File: src/rtl/win_disp_pkg.sv
// Shared types and segment encodings for the win-count display.
package win_disp_pkg;

  typedef logic [3:0] bcd_digit_t;

  typedef enum logic [1:0] {
    ST_IDLE,
    ST_LOAD,
    ST_SHIFT,
    ST_COMMIT
  } conv_state_e;

  // Active-low segment patterns {g,f,e,d,c,b,a}
  localparam logic [6:0] SEG_0     = 7'h40;
  localparam logic [6:0] SEG_1     = 7'h79;
  localparam logic [6:0] SEG_2     = 7'h24;
  localparam logic [6:0] SEG_3     = 7'h30;
  localparam logic [6:0] SEG_4     = 7'h19;
  localparam logic [6:0] SEG_5     = 7'h12;
  localparam logic [6:0] SEG_6     = 7'h02;
  localparam logic [6:0] SEG_7     = 7'h78;
  localparam logic [6:0] SEG_8     = 7'h00;
  localparam logic [6:0] SEG_9     = 7'h10;
  localparam logic [6:0] SEG_L     = 7'h47;
  localparam logic [6:0] SEG_BLANK = 7'h7F;

  function automatic logic [6:0] seg_of(input bcd_digit_t d);
    case (d)
      4'd0:    return SEG_0;
      4'd1:    return SEG_1;
      4'd2:    return SEG_2;
      4'd3:    return SEG_3;
      4'd4:    return SEG_4;
      4'd5:    return SEG_5;
      4'd6:    return SEG_6;
      4'd7:    return SEG_7;
      4'd8:    return SEG_8;
      4'd9:    return SEG_9;
      default: return SEG_BLANK;
    endcase
  endfunction

endpackage

File: src/rtl/bin2bcd_seq.sv
// Sequential double-dabble converter: 8-bit binary to three BCD digits.
// state     | meaning
// ST_IDLE   | waiting for start_i
// ST_LOAD   | scratch <= {12'b0, bin_i}, iteration count cleared
// ST_SHIFT  | add-3 then shift, 8 iterations; result presented on the last one
// ST_COMMIT | one-cycle tail before accepting the next start
module bin2bcd_seq
  import win_disp_pkg::*;
(
  input  logic        clk,
  input  logic        rst_n,
  input  logic        start_i,
  input  logic [7:0]  bin_i,
  output logic        busy_o,
  output logic [11:0] bcd_o,
  output logic        done_o
);

  conv_state_e state_q, state_d;
  logic [19:0] scratch_q, scratch_d;
  logic [19:0] adj, shifted;
  logic [2:0]  iter_q, iter_d;

  always_comb begin
    adj = scratch_q;
    if (adj[19:16] >= 4'd5) adj[19:16] = adj[19:16] + 4'd3;
    if (adj[15:12] >= 4'd5) adj[15:12] = adj[15:12] + 4'd3;
    if (adj[11:8]  >= 4'd5) adj[11:8]  = adj[11:8]  + 4'd3;
    shifted = adj << 1;
  end

  // Result is handed over with the final shift so the display register
  // updates on the same edge as the eighth iteration.
  assign bcd_o  = shifted[19:8];
  assign done_o = (state_q == ST_SHIFT) && (iter_q == 3'd7);
  assign busy_o = (state_q != ST_IDLE);

  always_comb begin
    state_d   = state_q;
    scratch_d = scratch_q;
    iter_d    = iter_q;
    case (state_q)
      ST_IDLE: begin
        if (start_i) state_d = ST_LOAD;
      end
      ST_LOAD: begin
        scratch_d = {12'b0, bin_i};
        iter_d    = 3'd0;
        state_d   = ST_SHIFT;
      end
      ST_SHIFT: begin
        scratch_d = shifted;
        iter_d    = iter_q + 3'd1;
        if (iter_q == 3'd7) state_d = ST_COMMIT;
      end
      ST_COMMIT: state_d = ST_IDLE;
      default:   state_d = ST_IDLE;
    endcase
  end

  always_ff @(posedge clk or negedge rst_n) begin
    if (!rst_n) begin
      state_q   <= ST_IDLE;
      scratch_q <= '0;
      iter_q    <= '0;
    end else begin
      state_q   <= state_d;
      scratch_q <= scratch_d;
      iter_q    <= iter_d;
    end
  end

endmodule

File: src/rtl/win_display.sv
// Renders the win count and level-up flag on a 4-digit multiplexed
// 7-segment display with leading-zero blanking and a blinking "L".
module win_display
  import win_disp_pkg::*;
#(
  parameter int SCAN_DIV  = 100000,
  parameter int BLINK_DIV = 128
) (
  input  logic       clk,
  input  logic       rst_n,
  input  logic [7:0] wins,
  input  logic       level_up,
  output logic [6:0] seg,
  output logic [3:0] an,
  output logic       dp
);

  localparam int SW = $clog2(SCAN_DIV);
  localparam int BW = (BLINK_DIV > 1) ? $clog2(BLINK_DIV) : 1;
  localparam logic [SW-1:0] SCAN_LAST = SW'(SCAN_DIV - 1);
  localparam logic [BW-1:0] SLOT_LAST = BW'(BLINK_DIV - 1);

  logic [7:0]    wins_q, wins_d, src_q, src_d;
  logic          lu_q, lu_d;
  logic [11:0]   bcd_q, bcd_d;
  logic [SW-1:0] scan_cnt_q, scan_cnt_d;
  logic [1:0]    digit_q, digit_d;
  logic [BW-1:0] slot_q, slot_d;
  logic          blink_q, blink_d;
  logic [6:0]    seg_q, seg_d;
  logic [3:0]    an_q, an_d;
  logic          dp_q, dp_d;
  logic          busy, done, start, scan_tick;
  logic [11:0]   conv_bcd;

  // src_q holds the value under conversion, so a change mid-conversion
  // still differs from it afterwards and triggers a fresh pass.
  assign start     = !busy && (wins_q != src_q);
  assign scan_tick = (scan_cnt_q == SCAN_LAST);

  bin2bcd_seq u_conv (
    .clk     (clk),
    .rst_n   (rst_n),
    .start_i (start),
    .bin_i   (src_q),
    .busy_o  (busy),
    .bcd_o   (conv_bcd),
    .done_o  (done)
  );

  always_comb begin
    wins_d     = wins;
    lu_d       = level_up;
    src_d      = start ? wins_q : src_q;
    bcd_d      = done ? conv_bcd : bcd_q;
    scan_cnt_d = scan_tick ? '0 : scan_cnt_q + SW'(1);
    digit_d    = scan_tick ? digit_q + 2'd1 : digit_q;
    slot_d     = slot_q;
    blink_d    = blink_q;
    if (!lu_q) begin
      slot_d  = '0;
      blink_d = 1'b0;
    end else if (scan_tick) begin
      if (slot_q == SLOT_LAST) begin
        slot_d  = '0;
        blink_d = ~blink_q;
      end else begin
        slot_d = slot_q + BW'(1);
      end
    end
  end

  always_comb begin
    seg_d = SEG_BLANK;
    an_d  = 4'hF;
    dp_d  = 1'b1;
    case (digit_q)
      2'd0: begin
        an_d  = 4'b1110;
        seg_d = seg_of(bcd_q[3:0]);
        dp_d  = (bcd_q != 12'h255);
      end
      2'd1: begin
        an_d  = 4'b1101;
        seg_d = (bcd_q[11:4] == 8'h00) ? SEG_BLANK : seg_of(bcd_q[7:4]);
      end
      2'd2: begin
        an_d  = 4'b1011;
        seg_d = (bcd_q[11:8] == 4'h0) ? SEG_BLANK : seg_of(bcd_q[11:8]);
      end
      default: begin
        an_d  = 4'b0111;
        seg_d = (lu_q && blink_q) ? SEG_L : SEG_BLANK;
      end
    endcase
  end

  always_ff @(posedge clk or negedge rst_n) begin
    if (!rst_n) begin
      wins_q     <= '0;
      lu_q       <= 1'b0;
      src_q      <= '0;
      bcd_q      <= '0;
      scan_cnt_q <= '0;
      digit_q    <= '0;
      slot_q     <= '0;
      blink_q    <= 1'b0;
      seg_q      <= SEG_BLANK;
      an_q       <= 4'hF;
      dp_q       <= 1'b1;
    end else begin
      wins_q     <= wins_d;
      lu_q       <= lu_d;
      src_q      <= src_d;
      bcd_q      <= bcd_d;
      scan_cnt_q <= scan_cnt_d;
      digit_q    <= digit_d;
      slot_q     <= slot_d;
      blink_q    <= blink_d;
      seg_q      <= seg_d;
      an_q       <= an_d;
      dp_q       <= dp_d;
    end
  end

  assign seg = seg_q;
  assign an  = an_q;
  assign dp  = dp_q;

endmodule
File: config.mk
export PLATFORM = sky130hd
export DESIGN_NAME = win_display
export DESIGN_NICKNAME = d
export VERILOG_FILES = /design/src/rtl/win_disp_pkg.sv /design/src/rtl/bin2bcd_seq.sv /design/src/rtl/win_display.sv
export SDC_FILE = /design/constraint.sdc
export NUM_CORES = 1
export LEC_CHECK = 0
export ABC_AREA = 1
export CORE_AREA = 8 8 124 92
export DETAILED_ROUTE_END_ITERATION = 8
export DIE_AREA = 0 0 132 100
export GPL_ROUTABILITY_DRIVEN = 1
export PLACE_DENSITY_LB_ADDON = 0.25
export SYNTH_ARGS = -nofsm -noshare
export SYNTH_HDL_FRONTEND = slang
export SYNTH_HIERARCHICAL = 1
export SYNTH_SLANG_ARGS = --single-unit
File: constraint.sdc
create_clock -name clk -period 4.49 [get_ports clk]
set_input_delay 0.898 -clock clk [delete_from_list [all_inputs] [get_ports clk]]
set_output_delay 0.898 -clock clk [all_outputs]
set_load 0.05 [all_outputs]
### After elaboration in Yosys (flattened, before gate mapping)

Memory sizes are Yosys's and may differ from the RTL's.
Cells that the tools add are included.

| storage, ports and cells | value |
|---|---|
| memory bits (read-only) | 336 |
| flip-flop bits (word level) | 93 |
| bits of input ports | 11 |
| word-level logic and storage cells | 75 |
| memories kept | 3 |
| output and inout port bits | 12 |

| cells by class | value |
|---|---|
| magnitude comparators | 3 |
| add/sub/neg operators | 7 |
| multiplexer cells | 21 |
| equality and inequality tests | 14 |
| reductions and logical operators | 12 |
| bitwise gates (word level) | 1 |

Memories:

| name | depth | bits a word | rd ports | clocked after Yosys merged registers in | wr ports | RTL line | text |
|---|---|---|---|---|---|---|---|
| (name not given) | 16 | 7 | 1 | 0 | 0 | win_disp_pkg.sv:28 | `case (d)` |
| (name not given) | 16 | 7 | 1 | 0 | 0 | win_disp_pkg.sv:28 |  |
| (name not given) | 16 | 7 | 1 | 0 | 0 | win_disp_pkg.sv:28 |  |

Operators by type and width:

| cell | number |
|---|---|
| $pmux W20 S2 | 1 |
| $mux W7 | 5 |
| $pmux W7 S3 | 1 |
| $add A17 B1 Y17 const B | 1 |
| $eq A17 B17 Y1 const B | 1 |
| $mux W17 | 1 |
| $ge A4 B3 Y1 const B | 3 |
| $ne A12 B10 Y1 const B | 1 |
| $pmux W4 S3 | 1 |
| $add A4 B2 Y4 const B | 2 |
| $logic_not A8 Y1 | 1 |
| $mux W4 | 2 |
| $ne A8 B8 Y1 | 1 |
| $pmux W2 S4 | 1 |
| $add A7 B1 Y7 const B | 1 |
| $eq A7 B7 Y1 const B | 1 |
| $eq A2 B2 Y1 const B | 3 |
| $mux W6 | 1 |
| $pmux W3 S2 | 1 |
| $eq A2 B1 Y1 const B | 2 |
| $logic_not A2 Y1 | 2 |
| $logic_not A4 Y1 | 1 |
| $mux W1 | 4 |
| $mux W2 | 2 |
| other kinds (12) | 18 |

### Longest topological paths before layout

Gate-level depths: netlist of the first run.

| depth | value |
|---|---|
| depth after elaboration | 5 |
| mapped depth | 11 |

### Modules after synthesis

Netlist of the first run, hierarchy kept.

Modules (own cells, without submodules):

| module | cells each | area an instance (um2) | times used | sequential area each (um2) |
|---|---|---|---|---|
| win_display | 443 | 3639.7 | 1 | 1716.6 |
| bin2bcd_seq | 191 | 1534.0 | 1 | 625.6 |

### Least setup slack after synthesis of the first run

No wires, ideal clock.

| timing path | value |
|---|---|
| kind | flip-flop to output port |
| start point | register an_q[0], in the netlist an[0] |
| end point | output port an[0] |
| setup slack | 2.936 ns |
| arrival time | 0.656 ns |
| data required time | 3.592 ns |
| path buffers | 0 |
| stages on the path, launching flop included | 1 |
| cell sequence | dfstp_2 |

RTL lines:

| item | RTL line | text |
|---|---|---|
| from (decl) | win_display.sv:31 | `logic [3:0] an_q, an_d;` |
| from (signal assigned) | win_display.sv:121 | `an_q <= an_d;` |
| to (decl) | win_display.sv:14 | `output logic [3:0] an,` |

No word-level cell between the ends.

### Final worst setup path of the first run

| timing path | value |
|---|---|
| start point | register an_q[2], in the netlist an[2] |
| end point | output port an[2] |

No word-level cell between the ends.

==> summary.md, run 1 <==
| Metric | Value |
|---|---|
| Status | completed |
| TritonCTS clock tree | done |
| Max-slew headroom | 0.462 |
| Total gr overflow | 0 |
| Synth warn | 6 |
| Post-synth cell types | 36 |
| Worst-path cell chain | clkdlybuf4s50_1 |
| Largest net degree at the start of global routing | 67 |
| Commonest non-fill, non-tap cell in the layout | nand2_1 |
| Post_cts resized | 0 |
| Setup_tns | 0 ns |
| Final hold vios | 0 |
| Initial core utilization | 0.549 |
| Count of final setup violators | 0 |
| Slew @ Worst Pin | 0.807 ns |
| Worst hold stages | 1 |
| Power density over the cells | 433 mW/mm^2 |
| Yosys reg bits | 93 |
| Minimum clock period | 2.56 ns |
| Main synth FF type | dfrtp_1 |
| Nets@finish | 694 |
| Boundary pin count | 23 |
| DRT Wirelength | 9690 microns |
| Core area | 0.00942 sq mm |
| Worst Setup End Kind | output port |
| RSZ-0062 raised after global routing | false |
| Crit path depth | 1 |
| Sink Count | 93 |
| Syn Inst Count | 634 |
| DIE WIDTH | 132 microns |
| Row Count | 30 |
| TritonRoute pass-1 iters | 5 |
| Worst Hold Class | register to register |
| Worst-path fanout max | 1 |
| Fin. max-slew vios | 0 |
| Maximum cell stage delay along the critical path | 0.80 ns |
| Syn_nets | 681 |
| Async set-reset flop share out of synthesis | 1.00 |
| Bufs and invs on worst path | 1 |
| Skew final | 0.00699 ns |
| Worst vdd ir | 0.302 mV |
| Initial antenna violation count | 0 |
| DR WL/cell | 12.4 microns |
| Worst skew pair latency | 0.35 ns |
| Power, Total | 0.00247 W |
| Reg2Reg Depth | 9 |
| Top delay family on crit path | buffers and inverters |
| Post-synthesis area per instance | 8.16 sq um |
| Total vias in the final route | 3,970 |
| Drt initial violations | 237 |
| Cell area after synthesis | 0.00517 sq mm |
| Crit path DAT | 1.66 ns |
| Max Root-Sink Buffers | 2 |
| CP max-delay cell | clkdlybuf4s50_1 |
| Layout area overhead | 10.3% |
| First-pass GRT wire length | 17,600 microns |
| Max_cap viols | 0 |
| H-tree depth | 3 |
| Number of port buffers | 22 |
| Die area | 0.0132 sq mm |
| Period utilization | 0.570 |
| Share of post-route cells with drive strength above 1 | 0.0721 |
| Leakage | 2.80 nW |
| Total track usage | 0.158 |
| Die height | 100 microns |
| Fill cells | 834 |
| # DRC | 0 |
| Share of the synthesized area in the top cell type | 0.392 |
| Root Buffer | clkbuf_16 |
| CP required | 3.59 ns |
| Via-to-Cell Ratio | 5.09 |
| Post-synthesis sequential area ratio | 0.453 |
| Crit start category | register |
| Hold buffers post-CTS | 0 |
| CTS Buf Count | 9 |
| CP Class | register to output port |
| Vias in the first global route | 3,964 |
| Area contributors post-synth | dfrtp_1, nand2_1, ha_1, dfstp_2, inv_1 |
| Clock-pin slew on the worst setup and hold paths | 0.07 ns |
| Achievable frequency | 0.390 GHz |
| Post-DRT Antenna Nets | 0 |
| Hpwl dp | 7030 microns |
| Post-CTS Setup Repair Bufs | 0 |
| Number of diodes | 0 |
| Most frequent cells in the layout | nand2_1, inv_1, dfrtp_1 |
| Post-synth top area cell | dfrtp_1 |
| Routability cong. | 0.925 |
| Number of synthesized flops with an enable pin | 0 |
-- Yosys cell counts, types with 2 or more instances --
library cell / number
clkbuf_1: 2
a21boi_0: 2
o21ai_0: 53
xor2_1: 8
inv_1: 84
and2_1: 7
a22o_1: 2
o211ai_1: 2
ha_1: 36
inv_2: 3
nand2_1: 167
xnor2_1: 8
buf_4: 12
nand3_1: 57
nor2_2: 2
nor2_1: 43
o22ai_1: 3
nor3_1: 6
buf_2: 4
buf_6: 3
dfstp_2: 12
a21oi_1: 9
nand4_1: 13
dfrtp_1: 81
nand3_2: 3
nand2_2: 2
-- per-layer routing --
metal  routed length [microns]  global-route usage  up-vias
met5                         0                   0        -
met2                      4420               0.256       81
li1                          -                   -     2039
met3                       440              0.0434        9
met4                       115              0.0580        0
met1                      4710               0.200     1841
-- sequential cells by signal (all words and copies together), names as in the netlist, 2 cells and up --
register	count
u_conv/scratch_q	20
scan_cnt_q	17
bcd_q	12
src_q	8
wins_q	8
seg	7
slot_q	7
an	4
u_conv/iter_q	3
digit_q	2
u_conv/state_q	2
-- logic make-up (layout without fill, tap and decap cells) --
group                      Yosys count  count (layout)  synth area share
adders and majority gates           36              36            0.0871
DFF                                 93              93             0.453
buffers and inverters              109             127            0.0936
and+or+nand+nor                    304             304             0.257
AOI/OAI and AO/OA                   74              74            0.0786
muxes                                2               2           0.00411
xor gates and xnor gates            16              16            0.0271
-- final timing paths --
check,end,from,slack (ns)
worst max-delay path,an[2],an[2]$_DFF_PN1_,1.93
worst min-delay path,scan_cnt_q[0]$_DFF_PN0_,scan_cnt_q[0]$_DFF_PN0_,0.47
worst max register to register,slot_q[6]$_DFFE_PN0P_,scan_cnt_q[0]$_DFF_PN0_,2.69
worst min register to register,scan_cnt_q[0]$_DFF_PN0_,scan_cnt_q[0]$_DFF_PN0_,0.47
max in group asynchronous,seg[3]$_DFF_PN1_,rst_n,2.98
min in group asynchronous,u_conv/iter_q[2]$_DFFE_PN0P_,rst_n,0.62
-- area by class of cell --
type	count	area, sq um	area share
repair buffers	23	225	0.0395
flip-flops and latches	93	2340	0.410
well taps	128	160	0.0281
multi-input cells	432	2350	0.411
clock buffers	9	225	0.0395
inverters	88	333	0.0583
clock inverters	7	75.1	0.0132
-- power by group --
group          switching (W)  internal (W)
Combinational       0.000434      0.000223
Sequential         0.0000833      0.000968
Clock               0.000332      0.000433
-- per-stage QoR --
stage | util | area (sq um) | instances | hold WS, ns | worst slack [ns]
floorplan | - | 5170 | 634 | 0.430 | 2.94
global placement | 0.574 | 5410 | 764 | 0.445 | 2.31
detailed placement | 0.574 | 5410 | 764 | 0.463 | 2.29
CTS | 0.606 | 5710 | 780 | 0.471 | 1.91
global route | 0.606 | 5710 | 780 | 0.498 | 1.89
finish | 0.606 | 5710 | 780 | 0.473 | 1.93
Note: power is estimated with default switching activity, not from simulation.
==> run 2, diff against run 1 <==
--- a/config.mk
+++ b/config.mk
@@ -6,9 +6,9 @@
 export NUM_CORES = 1
 export LEC_CHECK = 0
 export ABC_AREA = 1
-export CORE_AREA = 8 8 124 92
+export CORE_AREA = 8 8 125 93
 export DETAILED_ROUTE_END_ITERATION = 8
-export DIE_AREA = 0 0 132 100
+export DIE_AREA = 0 0 133 101
 export GPL_ROUTABILITY_DRIVEN = 1
 export PLACE_DENSITY_LB_ADDON = 0.25
 export SYNTH_ARGS = -nofsm -noshare
==> constraint.sdc (replaced) <==
create_clock -name clk -period 2.1 [get_ports clk]
set_input_delay 0.42 -clock clk [delete_from_list [all_inputs] [get_ports clk]]
set_output_delay 0.42 -clock clk [all_outputs]
set_load 0.05 [all_outputs]
==> run 2 against run 1 <==
  * Combinational power increased by 110%
  * First-iteration DRC count shrank 13%
  * Global-route usage fell by 0.66 points
  * Critical path depth stayed put
  * Setup slack worse by 1.9 ns
  * Sequential share of layout area fell by 0.65 points
  * Hold slack lost 0.0098 ns
  * Critical path type unchanged
==> summary.md, run 2 (synthesis results as in run 1) <==
| Metric | Value |
|---|---|
| Achievable frequency | 0.485 GHz |
| Register-to-register setup slack | 0.38 ns (-2.31 ns) |
| Vias in the first global route | 3,780 (-4.6%) |
| Fin. max-slew vios | 0 (unchanged) |
| Most frequent cells in the layout | nand2_1, inv_1, dfrtp_1 |
| Fin area | 0.00580 sq mm (+1.6%) |
| Max reg flops | 20 (unchanged) |
| Number of diodes | 0 (unchanged) |
| # DRC | 0 (unchanged) |
| Total track usage | 0.152 (-0.00658) |
| CP Class | register to output port |
| DRT Wirelength | 9440 microns (-2.6%) |
| Minimum clock period | 2.06 ns |
| Number of port buffers | 22 (unchanged) |
| Core area | 0.00981 sq mm (+4.2%) |
| DR WL/cell | 12.0 microns (-3.6%) |
| Die height | 101 microns (+1.0%) |
| Top delay family on crit path | buffers and inverters |
| Layout area overhead | 12.1% |
| CP max-delay cell | clkdlybuf4s50_1 |
| Critical R2R Launch | scan_cnt_q[0]$_DFF_PN0_ |
| Root Buffer | clkbuf_16 |
| Crit path DAT | 1.64 ns (-0.02 ns) |
| Skew final | 0.0102 ns (+0.00325 ns) |
| Max Root-Sink Buffers | 2 (unchanged) |
| Count of final setup violators | 0 (unchanged) |
| Worst Setup End Kind | output port |
| Reg power frac | 0.423 (-0.002) |
| Largest net degree at the start of global routing | 52 (-22%) |
| H-tree depth | 3 (unchanged) |
| CP required | 1.68 ns (-1.91 ns) |
| Via-to-Cell Ratio | 5.04 (-0.94%) |
| Final hold vios | 0 (unchanged) |
| FF-to-FF End | slot_q[0]$_DFFE_PN0P_ |
| Die area | 0.0134 sq mm (+1.8%) |
| Slew @ Worst Pin | 0.511 ns (-0.296 ns) |
| Worst vdd ir | 0.746 mV (+150%) |
| Worst skew pair latency | 0.34 ns (about the same) |
| Worst Hold Class | register to register |
| Sink Count | 93 (unchanged) |
| Power, Total | 0.00532 W (+120%) |
| Crit start category | register |
| Most flops, register | u_conv/scratch_q |
| Drt initial violations | 207 (-13%) |
| Post-DRT Antenna Nets | 0 (unchanged) |
| First-pass GRT wire length | 16,900 microns (-4.0%) |
| Sw power | 0.00177 W (+110%) |
| Worst-path fanout max | 1 (unchanged) |
| Commonest non-fill, non-tap cell in the layout | nand2_1 |
| Worst-path cell chain | clkdlybuf4s50_1 |
| Placed inst area | 0.00545 sq mm (+0.74%) |
| Combinational power share | 0.266 (about the same) |
| Reg2Reg Depth | 9 (unchanged) |
| Leakage | 2.94 nW (+5.1%) |
| Nets@finish | 698 (+0.58%) |
| Initial antenna violation count | 0 (unchanged) |
| Clock-pin slew on the worst setup and hold paths | 0.06 ns (about the same) |
| Status | completed |
| Net switching share of the total power | 0.333 (-0.0105) |
| Min-Delay Endpoint | scan_cnt_q[0]$_DFF_PN0_ |
| Setup_tns | 0 ns (unchanged) |
| Clock power frac | 0.312 (+0.003) |
| CTS Buf Count | 9 (unchanged) |
| TritonCTS clock tree | done |
| Row Count | 31 (+3.3%) |
| Maximum cell stage delay along the critical path | 0.79 ns (about the same) |
| Share of post-route cells with drive strength above 1 | 0.0747 (+0.00261) |
| Period utilization | 0.982 |
| Bufs and invs on worst path | 1 (unchanged) |
| Total gr overflow | 0 (unchanged) |
| Total vias in the final route | 3,973 (+0.076%) |
| TritonRoute pass-1 iters | 5 (unchanged) |
| Hold_sp | scan_cnt_q[0]$_DFF_PN0_ |
| RSZ-0062 raised after global routing | false |
| Hpwl dp | 6870 microns (-2.2%) |
| Worst hold stages | 1 (unchanged) |
| Max-slew headroom | 0.659 (+0.197) |
| Fin util | 0.591 (-0.0149) |
| Max_cap viols | 0 (unchanged) |
| Power density over the cells | 918 mW/mm^2 (+110%) |
| Boundary pin count | 23 (unchanged) |
| DIE WIDTH | 133 microns (+0.76%) |
| Internal Power | 0.00355 W (+120%) |
| Top Registers | u_conv/scratch_q: 20 flops, scan_cnt_q: 17 flops, bcd_q: 12 flops |
| Routability cong. | 0.904 (-2.2%) |
| Initial core utilization | 0.527 (-0.0219) |
[run 2: changes by cell type in the layout (fill, tap and decap cells not counted), sizes merged]
cell,previous run,this run
buf,2,5
bufinv,1,0
clkbuf,9,13
clkdlybuf4s50,21,11
clkinv,2,1
clkinvlp,3,2
dlygate4sd3,0,1
dlymetal6s2s,0,10
inv,89,88
[run 2: per-layer routing]
layer / routed length, microns / part of all wire / up-vias / track usage
met5: 0 / 0 / - / 0
met4: 82 / 0.0087 / 0 / 0.0574
met3: 457 / 0.048 / 8 / 0.0428
met2: 4100 / 0.43 / 81 / 0.234
met1: 4800 / 0.51 / 1836 / 0.199
li1: - / - / 2048 / -
[run 2: final cells by class]
cell class                      instances  area (sq um)
Fill cell                             872          4010
Multi-Input combinational cell        432          2350
Sequential cell                        93          2340
Inverter                               88           333
Timing Repair Buffer                   27           295
Clock buffer                           13           293
Tap cell                              132           165
Clock inverter                          3          23.8
[run 2: stage by stage]
step,hold slack [ns],cells,worst slack (ns)
after global routing,0.488,788,0.00251
after CTS,0.463,788,0.00517
after floorplan,0.124,634,0.676
after global placement,0.333,771,0.391
after detailed placement,0.337,771,0.382
final,0.463,788,0.0383
[run 2: power by group through the flow]
stage / combinational [W] / sequential, W / clock [W]
global placement: 0.00140 / 0.00227 / 0
CTS: 0.00143 / 0.00225 / 0.00170
detailed placement: 0.00143 / 0.00228 / 0
finish: 0.00141 / 0.00225 / 0.00166
global route: 0.00160 / 0.00229 / 0.00178
floorplan: 0.00102 / 0.00235 / 0
[run 2: timing repair]
action                     CTS  global route
setup buffers                0             0
hold endpoints to repair    20             0
gates resized for setup      0            10
setup endpoints to repair    0            10
hold buffers                 1             0
[run 2: worst max path at each step]
stage                                     startpoint                   end  slack (ns)  cells after the start
floorplan           u_conv/scratch_q[12]$_DFFE_PN0P_  bcd_q[6]$_DFFE_PN0P_        0.68                     10
global placement                        dp$_DFF_PN1_                    dp        0.39                      1
global route                         an[2]$_DFF_PN1_                 an[2]       0.003                      1
CTS                                  an[1]$_DFF_PN1_                 an[1]       0.005                      1
detailed placement                   an[1]$_DFF_PN1_                 an[1]        0.38                      1
finish                               an[2]$_DFF_PN1_                 an[2]        0.04                      1
==> run 3, diff against run 2 <==
--- a/config.mk
+++ b/config.mk
@@ -11,6 +11,7 @@
 export DIE_AREA = 0 0 133 101
 export GPL_ROUTABILITY_DRIVEN = 1
 export PLACE_DENSITY_LB_ADDON = 0.25
+export RECOVER_POWER = 50
 export SYNTH_ARGS = -nofsm -noshare
 export SYNTH_HDL_FRONTEND = slang
 export SYNTH_HIERARCHICAL = 1
==> run 3 against run 2 <==
  * Sequential cell count stayed put
  * Non-clock buffer count stayed put
  * Core utilization is 0.15 points lower
  * Critical path depth stayed put
  * Clock power hardly changed
  * Die area stayed put
  * Setup slack worse by 0.0022 ns
  * Critical path type unchanged
==> summary.md, run 3 (synthesis results as in run 1) <==
| Metric | Value |
|---|---|
| Commonest non-fill, non-tap cell in the layout | nand2_1 |
| TritonCTS clock tree | done |
| DIE WIDTH | 133 microns (unchanged) |
| Total gr overflow | 0 (unchanged) |
| Number of port buffers | 22 (unchanged) |
| Met3 Use GR | 0.0428 (unchanged) |
| M2 GR Usage | 0.234 (unchanged) |
| Slew @ Worst Pin | 0.665 ns (+0.154 ns) |
| Final hold vios | 0 (unchanged) |
| Min-Delay Endpoint | scan_cnt_q[0]$_DFF_PN0_ |
| Max reg flops | 20 (unchanged) |
| FF+latch area | 0.00234 sq mm (unchanged) |
| Boundary pin count | 23 (unchanged) |
| Reg2Reg Depth | 9 (unchanged) |
| CP max-delay cell | clkdlybuf4s50_1 |
| Initial core utilization | 0.527 (unchanged) |
| FF-to-FF End | slot_q[0]$_DFFE_PN0P_ |
| CTS Buf Count | 9 (unchanged) |
| Worst skew pair latency | 0.35 ns (about the same) |
| Skew final | 0.0107 ns (+0.000482 ns) |
| Drt initial violations | 226 (+9.2%) |
| CP Class | register to output port |
| Initial antenna violation count | 0 (unchanged) |
| Most frequent cells in the layout | nand2_1, inv_1, dfrtp_1 |
| Vias in the first global route | 3,780 (unchanged) |
| Post-Layout Cell Count | 788 (unchanged) |
| Layout area overhead | 11.8% |
| Most flops, register | u_conv/scratch_q |
| TritonRoute pass-1 iters | 5 (unchanged) |
| Count of final setup violators | 0 (unchanged) |
| Max Root-Sink Buffers | 2 (unchanged) |
| Fin. max-slew vios | 0 (unchanged) |
| Max-slew headroom | 0.557 (-0.102) |
| Power density over the cells | 920 mW/mm^2 (+0.25%) |
| Worst-path cell chain | clkdlybuf4s50_1 |
| Register-to-register setup slack | 0.38 ns (about the same) |
| Routability cong. | 0.904 (unchanged) |
| Via-to-Cell Ratio | 5.06 (+0.33%) |
| Total vias in the final route | 3,986 (+0.33%) |
| Maximum cell stage delay along the critical path | 0.79 ns (about the same) |
| Die area | 0.0134 sq mm (unchanged) |
| Largest net degree at the start of global routing | 52 (unchanged) |
| Crit path DAT | 1.64 ns (about the same) |
| Clock-pin slew on the worst setup and hold paths | 0.06 ns (about the same) |
| Leakage | 2.94 nW (-0.10%) |
| DR WL/cell | 12.0 microns (+0.34%) |
| Share of post-route cells with drive strength above 1 | 0.0747 (unchanged) |
| Row Count | 31 (unchanged) |
| DRT Wirelength | 9470 microns (+0.34%) |
| Worst vdd ir | 0.748 mV (+0.19%) |
| Number of diodes | 0 (unchanged) |
| Most Crowded Layer GR | met2 |
| H-tree depth | 3 (unchanged) |
| Period utilization | 0.983 (+0.00105) |
| Worst hold stages | 1 (unchanged) |
| Top Registers | u_conv/scratch_q: 20 flops, scan_cnt_q: 17 flops, bcd_q: 12 flops |
| Fill cells | 874 (+0.23%) |
| Dpl cells | 771 (unchanged) |
| Crit start category | register |
| RSZ-0062 raised after global routing | false |
| Worst-path fanout max | 1 (unchanged) |
| Minimum clock period | 2.06 ns (+0.00221 ns) |
| Max_cap viols | 0 (unchanged) |
| Area occupied by multi-input gates | 0.00235 sq mm (unchanged) |
| Post-DRT Antenna Nets | 0 (unchanged) |
| Top delay family on crit path | buffers and inverters |
| Global routing usage on met1 | 0.199 (unchanged) |
| Critical R2R Launch | scan_cnt_q[0]$_DFF_PN0_ |
| Sink Count | 93 (unchanged) |
| Die height | 101 microns (unchanged) |
| Post-CTS Setup Repair Bufs | 0 (unchanged) |
| Root Buffer | clkbuf_16 |
| Setup_tns | 0 ns (unchanged) |
| Total track usage | 0.152 (unchanged) |
| CP required | 1.68 ns (about the same) |
| First-pass GRT wire length | 16,900 microns (unchanged) |
| Status | completed |
| Bufs and invs on worst path | 1 (unchanged) |
| Achievable frequency | 0.485 GHz (-0.11%) |
| Worst Hold Class | register to register |
| Hold_sp | scan_cnt_q[0]$_DFF_PN0_ |
| Worst Setup End Kind | output port |
| # DRC | 0 (unchanged) |
| Nets@finish | 698 (unchanged) |
| Hpwl dp | 6870 microns (unchanged) |
| Core area | 0.00981 sq mm (unchanged) |
[run 3: layout make-up]
class | instances | area share
clock buffers | 13 | 0.0506
clock inverters | 3 | 0.00411
inverters | 88 | 0.0575
multi-input cells | 432 | 0.406
flip-flops and latches | 93 | 0.405
well taps | 132 | 0.0286
repair buffers | 27 | 0.0485
[run 3: metrics by stage]
stage          utilization  setup slack [ns]  hold slack, ns  total power (W)  area (sq um)
2_1_floorplan            -             0.676           0.124          0.00337          5170
3_3_place_gp         0.555             0.391           0.333          0.00368          5450
3_5_place_dp         0.555             0.382           0.337          0.00371          5450
4_1_cts              0.588           0.00517           0.463          0.00538          5770
5_1_grt              0.589           0.00251           0.488          0.00567          5780
6_report             0.589            0.0361           0.463          0.00532          5780
[run 3: routing by layer]
metal,wire length (microns),share of wire
met1,4850,0.51
met2,4110,0.43
met3,421,0.044
met4,86,0.0091
met5,0,0
[run 3: where the power goes]
group | internal [W] | switching, W
logic | 0.000494 | 0.000917
clock network | 0.000982 | 0.000680
registers | 0.00207 | 0.000180
total | 0.00355 | 0.00178
[run 3: how the worst max path moves through the flow]
stage / startpoint / endpoint / slack [ns] / cells after the start
3_5_place_dp: an[1]$_DFF_PN1_ / an[1] / 0.38 / 1
5_1_grt: an[2]$_DFF_PN1_ / an[2] / 0.003 / 1
6_report: an[2]$_DFF_PN1_ / an[2] / 0.04 / 1
3_3_place_gp: dp$_DFF_PN1_ / dp / 0.39 / 1
4_1_cts: an[1]$_DFF_PN1_ / an[1] / 0.005 / 1
2_1_floorplan: u_conv/scratch_q[12]$_DFFE_PN0P_ / bcd_q[6]$_DFFE_PN0P_ / 0.68 / 10
[run 3: timing repair]
action | CTS | global route
gates resized for setup | 0 | 10
hold endpoints to repair | 20 | 0
endpoints found under the setup margin | 0 | 10
hold buffers | 1 | 0
